--- src/rtl/multiplier_2bit_sequencer.sv ---
// Sequential WIDTH x WIDTH unsigned multiplier built around one shared external 2x2-bit multiplier.
// Optional macro ZERO_EARLY_EXIT_EN: a zero operand skips the digit loop and finishes in one cycle.
module multiplier_2bit_sequencer #(
  parameter int WIDTH = 8
) (
  input  logic                 clk,
  input  logic                 rst_n,
  input  logic                 start,
  input  logic [WIDTH-1:0]     in_1,
  input  logic [WIDTH-1:0]     in_2,
  output logic                 busy,
  output logic                 done,
  output logic [2*WIDTH-1:0]   out,
  output logic [1:0]           mul_a,
  output logic [1:0]           mul_b,
  input  logic [3:0]           mul_p
);

  localparam int N  = WIDTH / 2;
  localparam int NN = N * N;
  localparam int KW = (NN > 1) ? $clog2(NN) : 1;
  localparam int PW = 2 * WIDTH;
  localparam logic [KW-1:0] K_ZERO = KW'(0);
  localparam logic [KW-1:0] K_ONE  = KW'(1);
  localparam logic [KW-1:0] K_LAST = KW'(NN - 1);

  typedef enum logic [1:0] {
    ST_IDLE = 2'd0,
    ST_RUN  = 2'd1,
    ST_DONE = 2'd2
  } state_e;

  state_e          state_q, state_d;
  logic [WIDTH-1:0] a_q, a_d;
  logic [WIDTH-1:0] b_q, b_d;
  logic [PW-1:0]   acc_q, acc_d;
  logic [PW-1:0]   out_q, out_d;
  logic [KW-1:0]   k_q, k_d;

  int              idx_i_s;
  int              idx_j_s;
  logic [1:0]      dig_a_s;
  logic [1:0]      dig_b_s;
  logic [PW-1:0]   pp_shift_s;
  logic [PW-1:0]   acc_sum_s;

  // Digit selection for step k: i walks the multiplicand fastest, j the multiplier.
  always_comb begin
    idx_i_s    = int'(k_q) % N;
    idx_j_s    = int'(k_q) / N;
    dig_a_s    = a_q[2*idx_i_s +: 2];
    dig_b_s    = b_q[2*idx_j_s +: 2];
    pp_shift_s = PW'(mul_p) << (2 * (idx_i_s + idx_j_s));
    acc_sum_s  = acc_q + pp_shift_s;
  end

  // Next-state and datapath update.
  always_comb begin
    state_d = state_q;
    a_d     = a_q;
    b_d     = b_q;
    acc_d   = acc_q;
    out_d   = out_q;
    k_d     = k_q;
    case (state_q)
      ST_IDLE: begin
        if (start) begin
          a_d   = in_1;
          b_d   = in_2;
          acc_d = {PW{1'b0}};
          k_d   = K_ZERO;
`ifdef ZERO_EARLY_EXIT_EN
          if ((in_1 == {WIDTH{1'b0}}) || (in_2 == {WIDTH{1'b0}})) begin
            out_d   = {PW{1'b0}};
            state_d = ST_DONE;
          end else begin
            state_d = ST_RUN;
          end
`else
          state_d = ST_RUN;
`endif
        end else begin
          state_d = ST_IDLE;
        end
      end
      ST_RUN: begin
        acc_d = acc_sum_s;
        if (k_q == K_LAST) begin
          // The final partial product goes straight into out, no extra cycle.
          out_d   = acc_sum_s;
          k_d     = K_ZERO;
          state_d = ST_DONE;
        end else begin
          k_d     = k_q + K_ONE;
          state_d = ST_RUN;
        end
      end
      ST_DONE: begin
        state_d = ST_IDLE;
      end
      default: begin
        state_d = ST_IDLE;
      end
    endcase
  end

  // State and datapath registers; reset aborts any multiplication in flight.
  always_ff @(posedge clk or negedge rst_n) begin
    if (!rst_n) begin
      state_q <= ST_IDLE;
      a_q     <= {WIDTH{1'b0}};
      b_q     <= {WIDTH{1'b0}};
      acc_q   <= {PW{1'b0}};
      out_q   <= {PW{1'b0}};
      k_q     <= K_ZERO;
    end else begin
      state_q <= state_d;
      a_q     <= a_d;
      b_q     <= b_d;
      acc_q   <= acc_d;
      out_q   <= out_d;
      k_q     <= k_d;
    end
  end

  // Outputs decode registered state only; digits are driven solely while running.
  always_comb begin
    busy = (state_q != ST_IDLE);
    done = (state_q == ST_DONE);
    out  = out_q;
    if (state_q == ST_RUN) begin
      mul_a = dig_a_s;
      mul_b = dig_b_s;
    end else begin
      mul_a = 2'b00;
      mul_b = 2'b00;
    end
  end

endmodule

--- config.mk ---
export PLATFORM = sky130hd
export DESIGN_NAME = multiplier_2bit_sequencer
export DESIGN_NICKNAME = d
export VERILOG_FILES = /design/src/rtl/multiplier_2bit_sequencer.sv
export SDC_FILE = /design/constraint.sdc
export NUM_CORES = 1
export LEC_CHECK = 0
export ABC_AREA = 1
export BUFFER_PORTS_ARGS = -buffer_cell sky130_fd_sc_hd__buf_2
export CAP_MARGIN = 20
export CORE_UTILIZATION = 54
export CTS_BUF_LIST = sky130_fd_sc_hd__clkbuf_2
export DETAILED_ROUTE_END_ITERATION = 8
export PLACE_DENSITY_LB_ADDON = 0.3
export SYNTH_ARGS = -nofsm -noshare
export SYNTH_HDL_FRONTEND = slang
export SYNTH_SLANG_ARGS = --single-unit
--- constraint.sdc ---
create_clock -name clk -period 2.85 [get_ports clk]
set_input_delay 0.1425 -clock clk [delete_from_list [all_inputs] [get_ports clk]]
set_output_delay 0.1425 -clock clk [all_outputs]
set_load 0.02 [all_outputs]
Word level (Yosys, flattened, before mapping)
Cells that the tools add are included.
Widths: inputs -> output; s select.
{"block": "classes", "div": 0, "shift": 3, "muxes": 10, "multipliers": 0, "n_bitwise": 0, "n_eq_ne": 4, "order_cmp": 0, "reduce_logical": 6, "n_addsub": 3}
{"op": "$pmux 16 s2", "n": 1}
{"op": "$add 16x16->16", "n": 1}
{"op": "$mux 16", "n": 1}
{"op": "$shiftx 8x4->2", "n": 2}
{"op": "$shl 4x4->16", "n": 1}
{"op": "$mux 4", "n": 2}
{"op": "$pmux 4 s2", "n": 1}
{"op": "$mux 2", "n": 3}
{"op": "$reduce_and 2->1", "n": 3}
{"op": "$add 4x1->4 const B", "n": 1}
{"op": "$eq 4x4->1 const B", "n": 1}
{"op": "$pmux 2 s2", "n": 1}
{"op": "$reduce_bool 2->1", "n": 2}
{"op": "$add 2x2->3", "n": 1}
{"op": "$eq 2x1->1 const B", "n": 1}
{"op": "$eq 2x2->1 const B", "n": 1}
{"op": "$logic_not 2->1", "n": 1}
{"op": "$ne 2x2->1 const B", "n": 1}
{"op": "$mux 1", "n": 1}
{"block": "word_totals", "latchBits": 0, "mem_count": 0, "rom_bits": 0, "regBits": 54, "ram_bits": 0, "word_cells": 32, "inputBits": 23, "output_inout_bits": 22}

Logic depth before layout (Yosys ltp)
Gate-level depths: netlist of run 1.
{"block": "logic_depth", "ltp_word": 4, "mapped_depth": 17, "depth_no_buf": 17}

Worst setup path before layout of run 1
No wires, ideal clock.
{"block": "synth_timing", "kind": "reg-to-reg", "start": "reg k_q[0]", "end": "reg acc_q[7]", "t_arrival_ns": 2.523, "path_stages_with_launch": 16, "synth_period_minus_slack_ns": 2.641, "path_slack_ns": 0.209, "path_buffers": 0, "required_ns": 2.732, "setup_time_ns": 0.118, "path_cell_list": "dfrtp_1 -> ha_1 -> inv_1 -> fa_1 -> inv_1 -> nor2_1 -> a31oi_1 -> nor2_1 -> ha_1 -> nand2_1 -> inv_1 -> a21oi_1 -> nand2_1 -> or2_1 -> nand3_1 -> nand2_1"}
{"block": "synth_via", "elab_chain_len": 4}
{"element": "start: declaration", "line_no": "38", "text": "logic [KW-1:0] k_q, k_d;"}
{"element": "start signal: assignment", "line_no": "122", "text": "k_q <= k_d;"}
{"element": "$add 2x2->3", "line_no": "53", "text": "pp_shift_s = PW'(mul_p) << (2 * (idx_i_s + idx_j_s));"}
{"element": "$shl 4x4->16", "line_no": "53"}
{"element": "$add 16x16->16", "line_no": "54", "text": "acc_sum_s = acc_q + pp_shift_s;"}
{"element": "$pmux 16 s2", "line_no": "65", "text": "case (state_q)"}
{"element": "end signal: assignment", "line_no": "113", "text": "acc_q <= {PW{1'b0}};"}
{"element": "end: declaration", "line_no": "36", "text": "logic [PW-1:0] acc_q, acc_d;"}
Every way passes these cells.
A chain may end at the register's enable or synchronous reset.

Final worst setup path of run 1
{"block": "layout_timing", "start": "reg k_q[2]", "end": "reg acc_q[15]"}
Same word-level chain as after synthesis.

==> flow_metrics.env, run 1 <==
export IMPL_max_freq_mhz=351
export IMPL_fin_crit_sh_pct=100
export IMPL_finalHoldViolations=0
export IMPL_insertion_delay_ns=0.49
export IMPL_final_antenna_net_count=0
export IMPL_fin_cells=589
export IMPL_avgSynthCellArea_um2=7.68
export IMPL_antenna_cells=0
export IMPL_ys_types=33
export IMPL_critPathKind="reg -> reg"
export IMPL_area_growth_pct=22.3
export IMPL_drt_iter0_drc=162
export IMPL_numCtsBuffers=5
export IMPL_violations="setup timing"
export IMPL_worstRegToRegCells=14
export IMPL_rr_startpoint="k_q[2]"
export IMPL_holdPathEnd="state_q[0]"
export IMPL_antenna_found_initial=0
export IMPL_fin_setup_tns_ns=-0.00220
export IMPL_worstHoldStart="start"
export IMPL_synth_area_um2=3340
export IMPL_yosys_warnings=0
export IMPL_grt_max_degree=39
export IMPL_cp_arrival_ns=3.28
export IMPL_die_y_um=80.6
export IMPL_coreArea_um2=5960
export IMPL_wl_per_cell_um=14.0
export IMPL_drc_errors=0
export IMPL_layout_drive_gt1_share_pct=26.5
export IMPL_clock_skew_ns=0.0448
export IMPL_end_kind="flop"
export IMPL_synth_fp_nets=477
export IMPL_rows=28
export IMPL_layout_setup_ws_ns=-0.00220
export IMPL_dp_hpwl_um=5690
export IMPL_die_x_um=80.6
export IMPL_maxSlewViolCount=0
export IMPL_syn_inst=435
export IMPL_grt_overflow_total=0
export IMPL_place_ws_ns=-0.0497
export IMPL_io_buffer_count=44
export IMPL_rsz0062_at_grt="true"
export IMPL_cts_sinks=54
export IMPL_required_ns=3.28
export IMPL_period_minus_slack_ns=2.85
export IMPL_io_pins=45
export IMPL_cts_htree_levels=2
export IMPL_clk_pin_slew_ns=0.32
export IMPL_grt_pass1_wl_um=13300
export IMPL_first_pass_iters=4
export IMPL_min_path_cells=3
export IMPL_r2r_end="acc_q[15]"
export IMPL_vias_per_cell=5.30
export IMPL_status="finished, violations left"
export IMPL_start_util_pct=56.1
export IMPL_hp_class="in -> reg"
export IMPL_dieArea_um2=6500
export IMPL_max_cap_viol_count=0
export IMPL_slew_headroom_pct=41.2
export IMPL_vias=3120
export IMPL_placed_cells=557
export IMPL_cts_root_buffer="clkbuf_2"
export IMPL_ff2ff_setup_slack_ns=-0.002
export IMPL_clockBufferDepth=2
export IMPL_grt_pass1_vias=3044
export IMPL_start_kind="flop"
export IMPL_nNetsFinal=555
export IMPL_place_gp_congestion=0.983
export IMPL_tightest_slew_ns=0.881
export IMPL_grt_use_total_pct=26.9
export IMPL_cp_max_fo=6
export IMPL_startpoint="k_q[2]"
export IMPL_setup_viol=1
export IMPL_drt_wl_total_um=8260
export IMPL_ys_seq_elements=54
export IMPL_cts_tree="done"
export IMPL_synth_seq_area_share_pct=40.5
[kinds of logic (layout without fill, tap and decap cells)]
group | Yosys count | count (layout) | share of synthesized area (%)
AOI/OAI and AO/OA | 34 | 34 | 5.77
xor gates and xnor gates | 5 | 5 | 1.31
muxes | 17 | 17 | 5.69
and+or+nand+nor | 246 | 246 | 31.4
DFF | 54 | 54 | 40.5
buffers and inverters | 60 | 139 | 7.83
adders and majority gates | 19 | 19 | 7.57
[worst max-delay path: stages (launching register included)]
cell and delay, ns:
dfrtp_1 0.43, ha_2 0.17, inv_2 0.03, fa_1 0.47, buf_4 0.20, nor3_1 0.30
ha_1 0.37, nand2_1 0.16, inv_1 0.07, nand2_1 0.09, nand2_1 0.07, a21oi_1 0.16
nand3_1 0.12, nand3_1 0.09, nand2_1 0.05
[per-layer routing]
metal / global-route usage (%) / part of all wire (%) / vias to the layer above
li1: - / - / 1547
met1: 32.8 / 42 / 1465
met2: 48.9 / 53 / 93
met3: 3.75 / 3.1 / 15
met4: 7.86 / 1.2 / 0
met5: 0 / 0 / -
[layout make-up]
class	instances	area, um^2
Sequential cell	54	1350
Clock inverter	3	28.8
Tap cell	75	93.8
Fill cell	502	1870
Inverter	52	200
Timing Repair Buffer	79	526
Clock buffer	5	25.0
Multi-Input combinational cell	321	1860
[timing repair]
item	4_1_cts	5_1_grt
setup endpoints to repair	9	24
pin swaps	3	16
cloned	0	0
hold buffers	17	0
gates resized for setup	3	38
hold endpoints to repair	53	0
buffers inserted	4	3
[how the worst max path moves through the flow]
stage	end	slack (ns)	depth (start not counted)
floorplan	acc_q[7]	0.21	15
global placement	out[7]	0.02	15
detailed placement	acc_q[7]	-0.05	15
CTS	acc_q[7]	0.007	15
global route	out[7]	-0.13	15
finish	acc_q[15]	-0.002	14
[registers in the layout (all words and copies together) (netlist names)]
name and flops:
acc_q 16, out 16, a_q 8, b_q 8
k_q 4, state_q 2
[layout by cell type, fill, tap and decap left out, types with 2 or more instances in the layout]
master	n
a21oi_1	7
a21oi_2	4
a22o_1	4
buf_2	44
buf_4	18
clkbuf_2	5
clkinv_4	2
dfrtp_1	54
dlygate4sd3_1	17
fa_1	2
ha_1	13
ha_2	2
ha_4	2
inv_1	42
inv_2	8
inv_4	2
mux2_2	15
nand2_1	135
nand2_2	17
nand3_1	30
nand3b_1	4
nor2_1	38
nor2_2	5
nor2_8	2
nor3_1	5
o21ai_0	13
o22ai_1	4
or2_1	3
or2_4	2
xor2_1	2
[per-stage QoR]
stage | hold slack (ns) | area (um^2) | utilization, %
CTS | 0.00902 | 3940 | 66.1
floorplan | -0.153 | 3340 | -
detailed placement | 0.320 | 3670 | 61.7
global placement | 0.300 | 3670 | 61.7
global route | 0.00571 | 4090 | 68.6
finish | 0.0274 | 4090 | 68.6
[Yosys cell counts (all sizes together)]
cell type  instances  share of area (%)
nand2            153                 17
inv               52                6.0
o22ai              4               0.75
o21ai             13                1.9
nand3b             4               0.90
nor2              45                6.1
xor2               3               0.79
a31oi              2               0.37
mux2              16                5.4
nand3             31                4.6
nand4              1               0.19
xnor2              2               0.52
ha                17                6.4
buf                6                1.6
mux2i              1               0.30
or2                5               0.94
and2               1               0.19
dfrtp             54                 40
clkbuf             2               0.22
fa                 2                1.2
nor3               6               0.90
a21oi             11                1.6
a22o               4                1.0
Power of run 1 is left out: the tool's default activity adds up to more than one toggle a clock period on the data nets, which glitch-free logic cannot reach.
==> inputs of run 2 (changes only) <==
--- a/config.mk
+++ b/config.mk
@@ -7,7 +7,7 @@
 export LEC_CHECK = 0
 export ABC_AREA = 1
 export BUFFER_PORTS_ARGS = -buffer_cell sky130_fd_sc_hd__buf_2
-export CAP_MARGIN = 20
+export CORE_ASPECT_RATIO = 1.5
 export CORE_UTILIZATION = 54
 export CTS_BUF_LIST = sky130_fd_sc_hd__clkbuf_2
 export DETAILED_ROUTE_END_ITERATION = 8
==> run 2 against run 1 <==
  * Clock skew down 0.028 ns
  * Worst hold slack better by 0.036 ns
  * The run now ends clean
  * Via count decreased by 0.90%
  * Critical endpoint is now acc_q[7]
  * Clock-buffer cell count is the same
  * Flip-flop and latch count is the same
  * Register-to-register slack improved by 0.02 ns
  * Maximum frequency rose by 0.80%
  * Setup slack gained 0.023 ns
  * First-iteration DRC count is 15% lower
==> flow_metrics.env, run 2 (synthesis gave the netlist of run 1 again) <==
export IMPL_layout_drive_gt1_share_pct=26.6
export IMPL_antenna_found_initial=0
export IMPL_grt_pass1_wl_um=13700
export IMPL_dieArea_um2=6510
export IMPL_final_antenna_net_count=0
export IMPL_start_util_pct=56.9
export IMPL_maxSlewViolCount=0
export IMPL_setup_viol=0
export IMPL_coreArea_um2=5870
export IMPL_grt_use_total_pct=27.8
export IMPL_rows=34
export IMPL_end_kind="flop"
export IMPL_dp_hpwl_um=6200
export IMPL_grt_pass1_vias=3033
export IMPL_status="completed"
export IMPL_insertion_delay_ns=0.45
export IMPL_fill_cells=502
export IMPL_clock_skew_ns=0.0171
export IMPL_antenna_cells=0
export IMPL_place_gp_congestion=0.948
export IMPL_mostFrequentLayoutCell="nand2_1"
export IMPL_fin_cells=594
export IMPL_die_y_um=98.3
export IMPL_ir_drop_v=0.000771
export IMPL_required_ns=3.22
export IMPL_drc_errors=0
export IMPL_io_pins=45
export IMPL_critPathKind="reg -> reg"
export IMPL_nNetsFinal=563
export IMPL_vias_per_cell=5.21
export IMPL_drt_iter0_drc=137
export IMPL_holdPathEnd="state_q[0]"
export IMPL_placed_cells=566
export IMPL_rsz0062_at_grt="true"
export IMPL_powerDensity_nw_per_um2=1430
export IMPL_grt_max_degree=24
export IMPL_grt_overflow_total=0
export IMPL_p_leak_uw=0.00225
export IMPL_slew_headroom_pct=65.5
export IMPL_numCtsBuffers=5
export IMPL_max_freq_mhz=353
export IMPL_seqCellArea_um2=1350
export IMPL_rr_startpoint="k_q[2]"
export IMPL_fin_setup_tns_ns=0
export IMPL_cp_arrival_ns=3.20
export IMPL_cts_root_buffer="clkbuf_2"
export IMPL_drt_wl_total_um=8490
export IMPL_r2r_end="acc_q[7]"
export IMPL_finalHoldViolations=0
export IMPL_die_x_um=66.2
export IMPL_start_kind="flop"
export IMPL_min_path_cells=3
export IMPL_worstHoldStart="start"
export IMPL_cts_htree_levels=2
export IMPL_worstRegToRegCells=15
export IMPL_fin_crit_sh_pct=99.3
export IMPL_ff2ff_setup_slack_ns=0.02
export IMPL_cts_sinks=54
export IMPL_io_buffer_count=44
export IMPL_cp_max_fo=7
export IMPL_hp_class="in -> reg"
export IMPL_final_cell_mix="nand2_1 (137), dfrtp_1 (54), buf_2 (44)"
export IMPL_area_growth_pct=23.5
export IMPL_tightest_slew_ns=0.517
export IMPL_max_cap_viol_count=0
export IMPL_cts_tree="done"
export IMPL_period_minus_slack_ns=2.83
export IMPL_clk_pin_slew_ns=0.29
export IMPL_clockBufferDepth=2
export IMPL_wl_per_cell_um=14.3
export IMPL_first_pass_iters=4
export IMPL_multi_input_area_um2=1850
export IMPL_vias=3092
[run 2: changes by cell type in the layout (fill, tap and decap cells not counted), moves of 2 or more]
cell	delta
buf_4	+8
nor2_1	+2
nor2_2	-2
nand2_1	+2
clkinv_4	-2
nand2_2	-2
[run 2: report_power, final]
part | internal, uW | switching, uW
registers | 1150 | 223
clock network | 61.1 | 261
logic | 1730 | 2460
total | 2940 | 2950
[run 2: worst max path at each step]
| stage | from | end | slack [ns] | cells past startpoint |
|---|---|---|---|---|
| after global routing | k_q[2] | out[15] | -0.14 | 17 |
| final | k_q[2] | acc_q[7] | 0.02 | 15 |
| after floorplan | k_q[0] | acc_q[7] | 0.21 | 15 |
| after detailed placement | k_q[0] | acc_q[7] | -0.05 | 15 |
| after CTS | k_q[0] | acc_q[7] | 0.01 | 15 |
| after global placement | k_q[0] | out[7] | 0.01 | 15 |
[run 2: critical path, cell delays in order (launching register included)]
cell and delay [ns]:
dfrtp_1 0.46, ha_2 0.19, inv_2 0.05, fa_1 0.46, inv_2 0.14, nor2_1 0.05
a31oi_1 0.20, nor2_1 0.09, ha_1 0.34, nand2_1 0.09, nand2_2 0.06, a21oi_2 0.14
nand2_2 0.13, or2_1 0.24, nand3_1 0.07, nand2_1 0.06
[run 2: layout make-up]
type                    count  share of cell area (%)
flip-flops and latches     54                    32.8
inverters                  52                    4.85
clock inverters             3                   0.485
clock buffers               5                   0.607
well taps                  72                    2.18
multi-input cells         321                    44.9
repair buffers             87                    14.2
[run 2: metrics by stage]
step / utilization, % / hold slack, ns / total power [uW] / setup slack, ns / area, um^2
2_1_floorplan: - / -0.153 / 3970 / 0.209 / 3340
3_3_place_gp: 64.1 / 0.128 / 5090 / 0.00992 / 3760
3_5_place_dp: 64.1 / 0.145 / 5170 / -0.0488 / 3760
4_1_cts: 67.9 / 0.0422 / 5570 / 0.0102 / 3990
5_1_grt: 70.3 / 0.0544 / 6420 / -0.139 / 4130
6_report: 70.3 / 0.0633 / 5890 / 0.0205 / 4130
[run 2: routing by layer]
metal	vias up	wire length (um)	track usage, %
met5	-	0	0
met4	0	173	7.86
met3	11	235	4.21
met2	67	4830	53.8
met1	1460	3250	29.8
li1	1554	-	-
[run 2: repair_timing]
item,4_1_cts,5_1_grt
gates resized for setup,4,33
gates cloned,0,0
setup endpoints to repair,14,24
hold buffers,17,0
setup buffers,0,3
pin swaps,0,24
endpoints found under the hold margin,37,0
No activity file was read; power rests on OpenSTA's default activity.
==> inputs of run 3 (changes only) <==
--- a/config.mk
+++ b/config.mk
@@ -7,7 +7,7 @@
 export LEC_CHECK = 0
 export ABC_AREA = 1
 export BUFFER_PORTS_ARGS = -buffer_cell sky130_fd_sc_hd__buf_2
-export CORE_ASPECT_RATIO = 1.5
+export CORE_ASPECT_RATIO = 1.4
 export CORE_UTILIZATION = 54
 export CTS_BUF_LIST = sky130_fd_sc_hd__clkbuf_2
 export DETAILED_ROUTE_END_ITERATION = 8
==> run 3 against run 2 <==
  * The run now ends with setup timing left
  * Wire length grew 2.3%
  * Sequential share of layout area grew 0.32 points
  * Global-route usage grew 0.32 points
  * Non-clock buffer count shrank 4
  * Flip-flop and latch count is the same
  * Design area shrank 0.97%
  * Via count shrank 0.36%
  * Largest cell class unchanged
  * Final cell count shrank 1.0%
  * Clock-buffer cell count grew 1
  * Register-to-register slack lost 0.03 ns
  * First-iteration DRC count grew 13%
  * Worst hold slack gained 0.033 ns
==> flow_metrics.env, run 3 (synthesis gave the netlist of run 1 again) <==
export IMPL_vias=3081
export IMPL_maxSlewViolCount=0
export IMPL_clk_pin_slew_ns=0.27
export IMPL_mostFrequentLayoutCell="nand2_1"
export IMPL_grt_overflow_total=0
export IMPL_min_path_cells=3
export IMPL_critPathKind="reg -> reg"
export IMPL_drt_iter0_drc=155
export IMPL_grt_pass1_vias=2980
export IMPL_layout_setup_ws_ns=-0.00918
export IMPL_ff2ff_setup_slack_ns=-0.009
export IMPL_cts_sinks=54
export IMPL_cts_tree="done"
export IMPL_final_antenna_net_count=0
export IMPL_cp_max_fo=7
export IMPL_vias_per_cell=5.24
export IMPL_rows=33
export IMPL_insertion_delay_ns=0.44
export IMPL_fin_setup_tns_ns=-0.0160
export IMPL_max_stage_delay_ns=0.49
export IMPL_slew_headroom_pct=55.8
export IMPL_antenna_found_initial=0
export IMPL_period_minus_slack_ns=2.86
export IMPL_worstRegToRegCells=15
export IMPL_drc_errors=0
export IMPL_met3WireLength_um=229
export IMPL_worstHoldStart="start"
export IMPL_clockBufferDepth=2
export IMPL_start_util_pct=56.6
export IMPL_io_buffer_count=44
export IMPL_tightest_slew_ns=0.662
export IMPL_area_growth_pct=22.3
export IMPL_antenna_cells=0
export IMPL_dp_hpwl_um=6320
export IMPL_grt_pass1_wl_um=13200
export IMPL_drt_wl_total_um=8680
export IMPL_place_ws_ns=-0.0447
export IMPL_required_ns=3.22
export IMPL_status="finished, violations left"
export IMPL_grt_use_total_pct=28.1
export IMPL_rsz0062_at_grt="true"
export IMPL_clock_skew_ns=0.0104
export IMPL_finalHoldViolations=0
export IMPL_grt_max_degree=30
export IMPL_crit_chain="ha_2 > inv_2 > fa_2 > inv_4 > nor2_2 > a31oi_2 > nor2_1 > ha_1 > nand2_1 > nand2_2 > a21oi_2 > nand2_2 > or2_1 > nand3_1 > nand2_1"
export IMPL_wl_per_cell_um=14.8
export IMPL_start_kind="flop"
export IMPL_setup_viol=4
export IMPL_violations="setup timing"
export IMPL_cts_root_buffer="clkbuf_2"
export IMPL_max_freq_mhz=350
export IMPL_die_x_um=68.5
export IMPL_highest_layer="met4"
export IMPL_layout_drive_gt1_share_pct=25.9
export IMPL_first_pass_iters=4
export IMPL_die_y_um=95.0
export IMPL_hp_class="in -> reg"
export IMPL_place_gp_congestion=0.916
export IMPL_wl_met2_um=4940
export IMPL_dieArea_um2=6510
export IMPL_final_cell_mix="nand2_1 (141), dfrtp_1 (54), buf_2 (44)"
export IMPL_cts_htree_levels=2
export IMPL_crit_slowest_cell="fa_2"
export IMPL_r2r_end="acc_q[7]"
export IMPL_wl_met1_um=3250
export IMPL_holdPathEnd="state_q[0]"
export IMPL_coreArea_um2=5900
export IMPL_io_pins=45
export IMPL_fill_cells=544
export IMPL_fin_crit_sh_pct=100
export IMPL_nNetsFinal=559
export IMPL_end_kind="flop"
export IMPL_numCtsBuffers=5
export IMPL_cp_arrival_ns=3.23
export IMPL_max_cap_viol_count=0
export IMPL_rr_startpoint="k_q[2]"
## run 3: changes by cell type in the layout (fill, tap and decap cells not counted), sizes merged
| cell | delta |
|---|---|
| clkinv | +1 |
| clkbuf | +1 |
| clkinvlp | -1 |
| buf | -4 |
| inv | -1 |
## run 3: through the flow
stage	utilization, %	instance area (um^2)	instances	hold WS (ns)
4_1_cts	66.8	3950	584	0.0797
6_report	69.2	4090	588	0.0963
3_3_place_gp	63.0	3720	559	0.194
2_1_floorplan	-	3340	435	-0.153
3_5_place_dp	63.0	3720	559	0.198
5_1_grt	69.2	4090	588	0.107
## run 3: worst max path at each step
stage,startpoint,slack (ns),cells after the start,to
6_report,k_q[2],-0.009,15,acc_q[7]
5_1_grt,k_q[0],-0.16,15,out[7]
4_1_cts,k_q[0],0.009,15,out[7]
3_5_place_dp,k_q[0],-0.04,15,out[15]
3_3_place_gp,k_q[0],-0.009,15,out[7]
2_1_floorplan,k_q[0],0.21,15,acc_q[7]
## run 3: final cells by class
cell class,instances,area [um^2],area share (%)
clock buffers,6,30.0,0.735
flip-flops and latches,54,1350,33.1
well taps,70,87.6,2.14
clock inverters,2,13.8,0.337
inverters,52,203,4.96
multi-input cells,321,1840,45.1
repair buffers,83,556,13.6
## run 3: critical path: cells and delay by family (launching register included)
family,cells,cell delay [ns]
buffers and inverters,2,0.18
DFF,1,0.45
and+or+nand+nor,8,0.80
AOI/OAI and AO/OA,2,0.32
adders and majority gates,3,1.02
## run 3: what timing repair did
item	in CTS	in global routing
pin swaps	0	15
resized for setup	6	30
setup endpoints to repair	18	24
buffers inserted	0	4
endpoints found under the hold margin	44	0
hold buffers	17	0
## run 3: per-layer routing
layer  vias to the layer above  GRT usage, %
met5                         -             0
met4                         0          13.9
met3                        19          3.83
met2                        65          53.5
met1                      1451          28.5
li1                       1546             -
Power of run 3 is left out for the same reason.
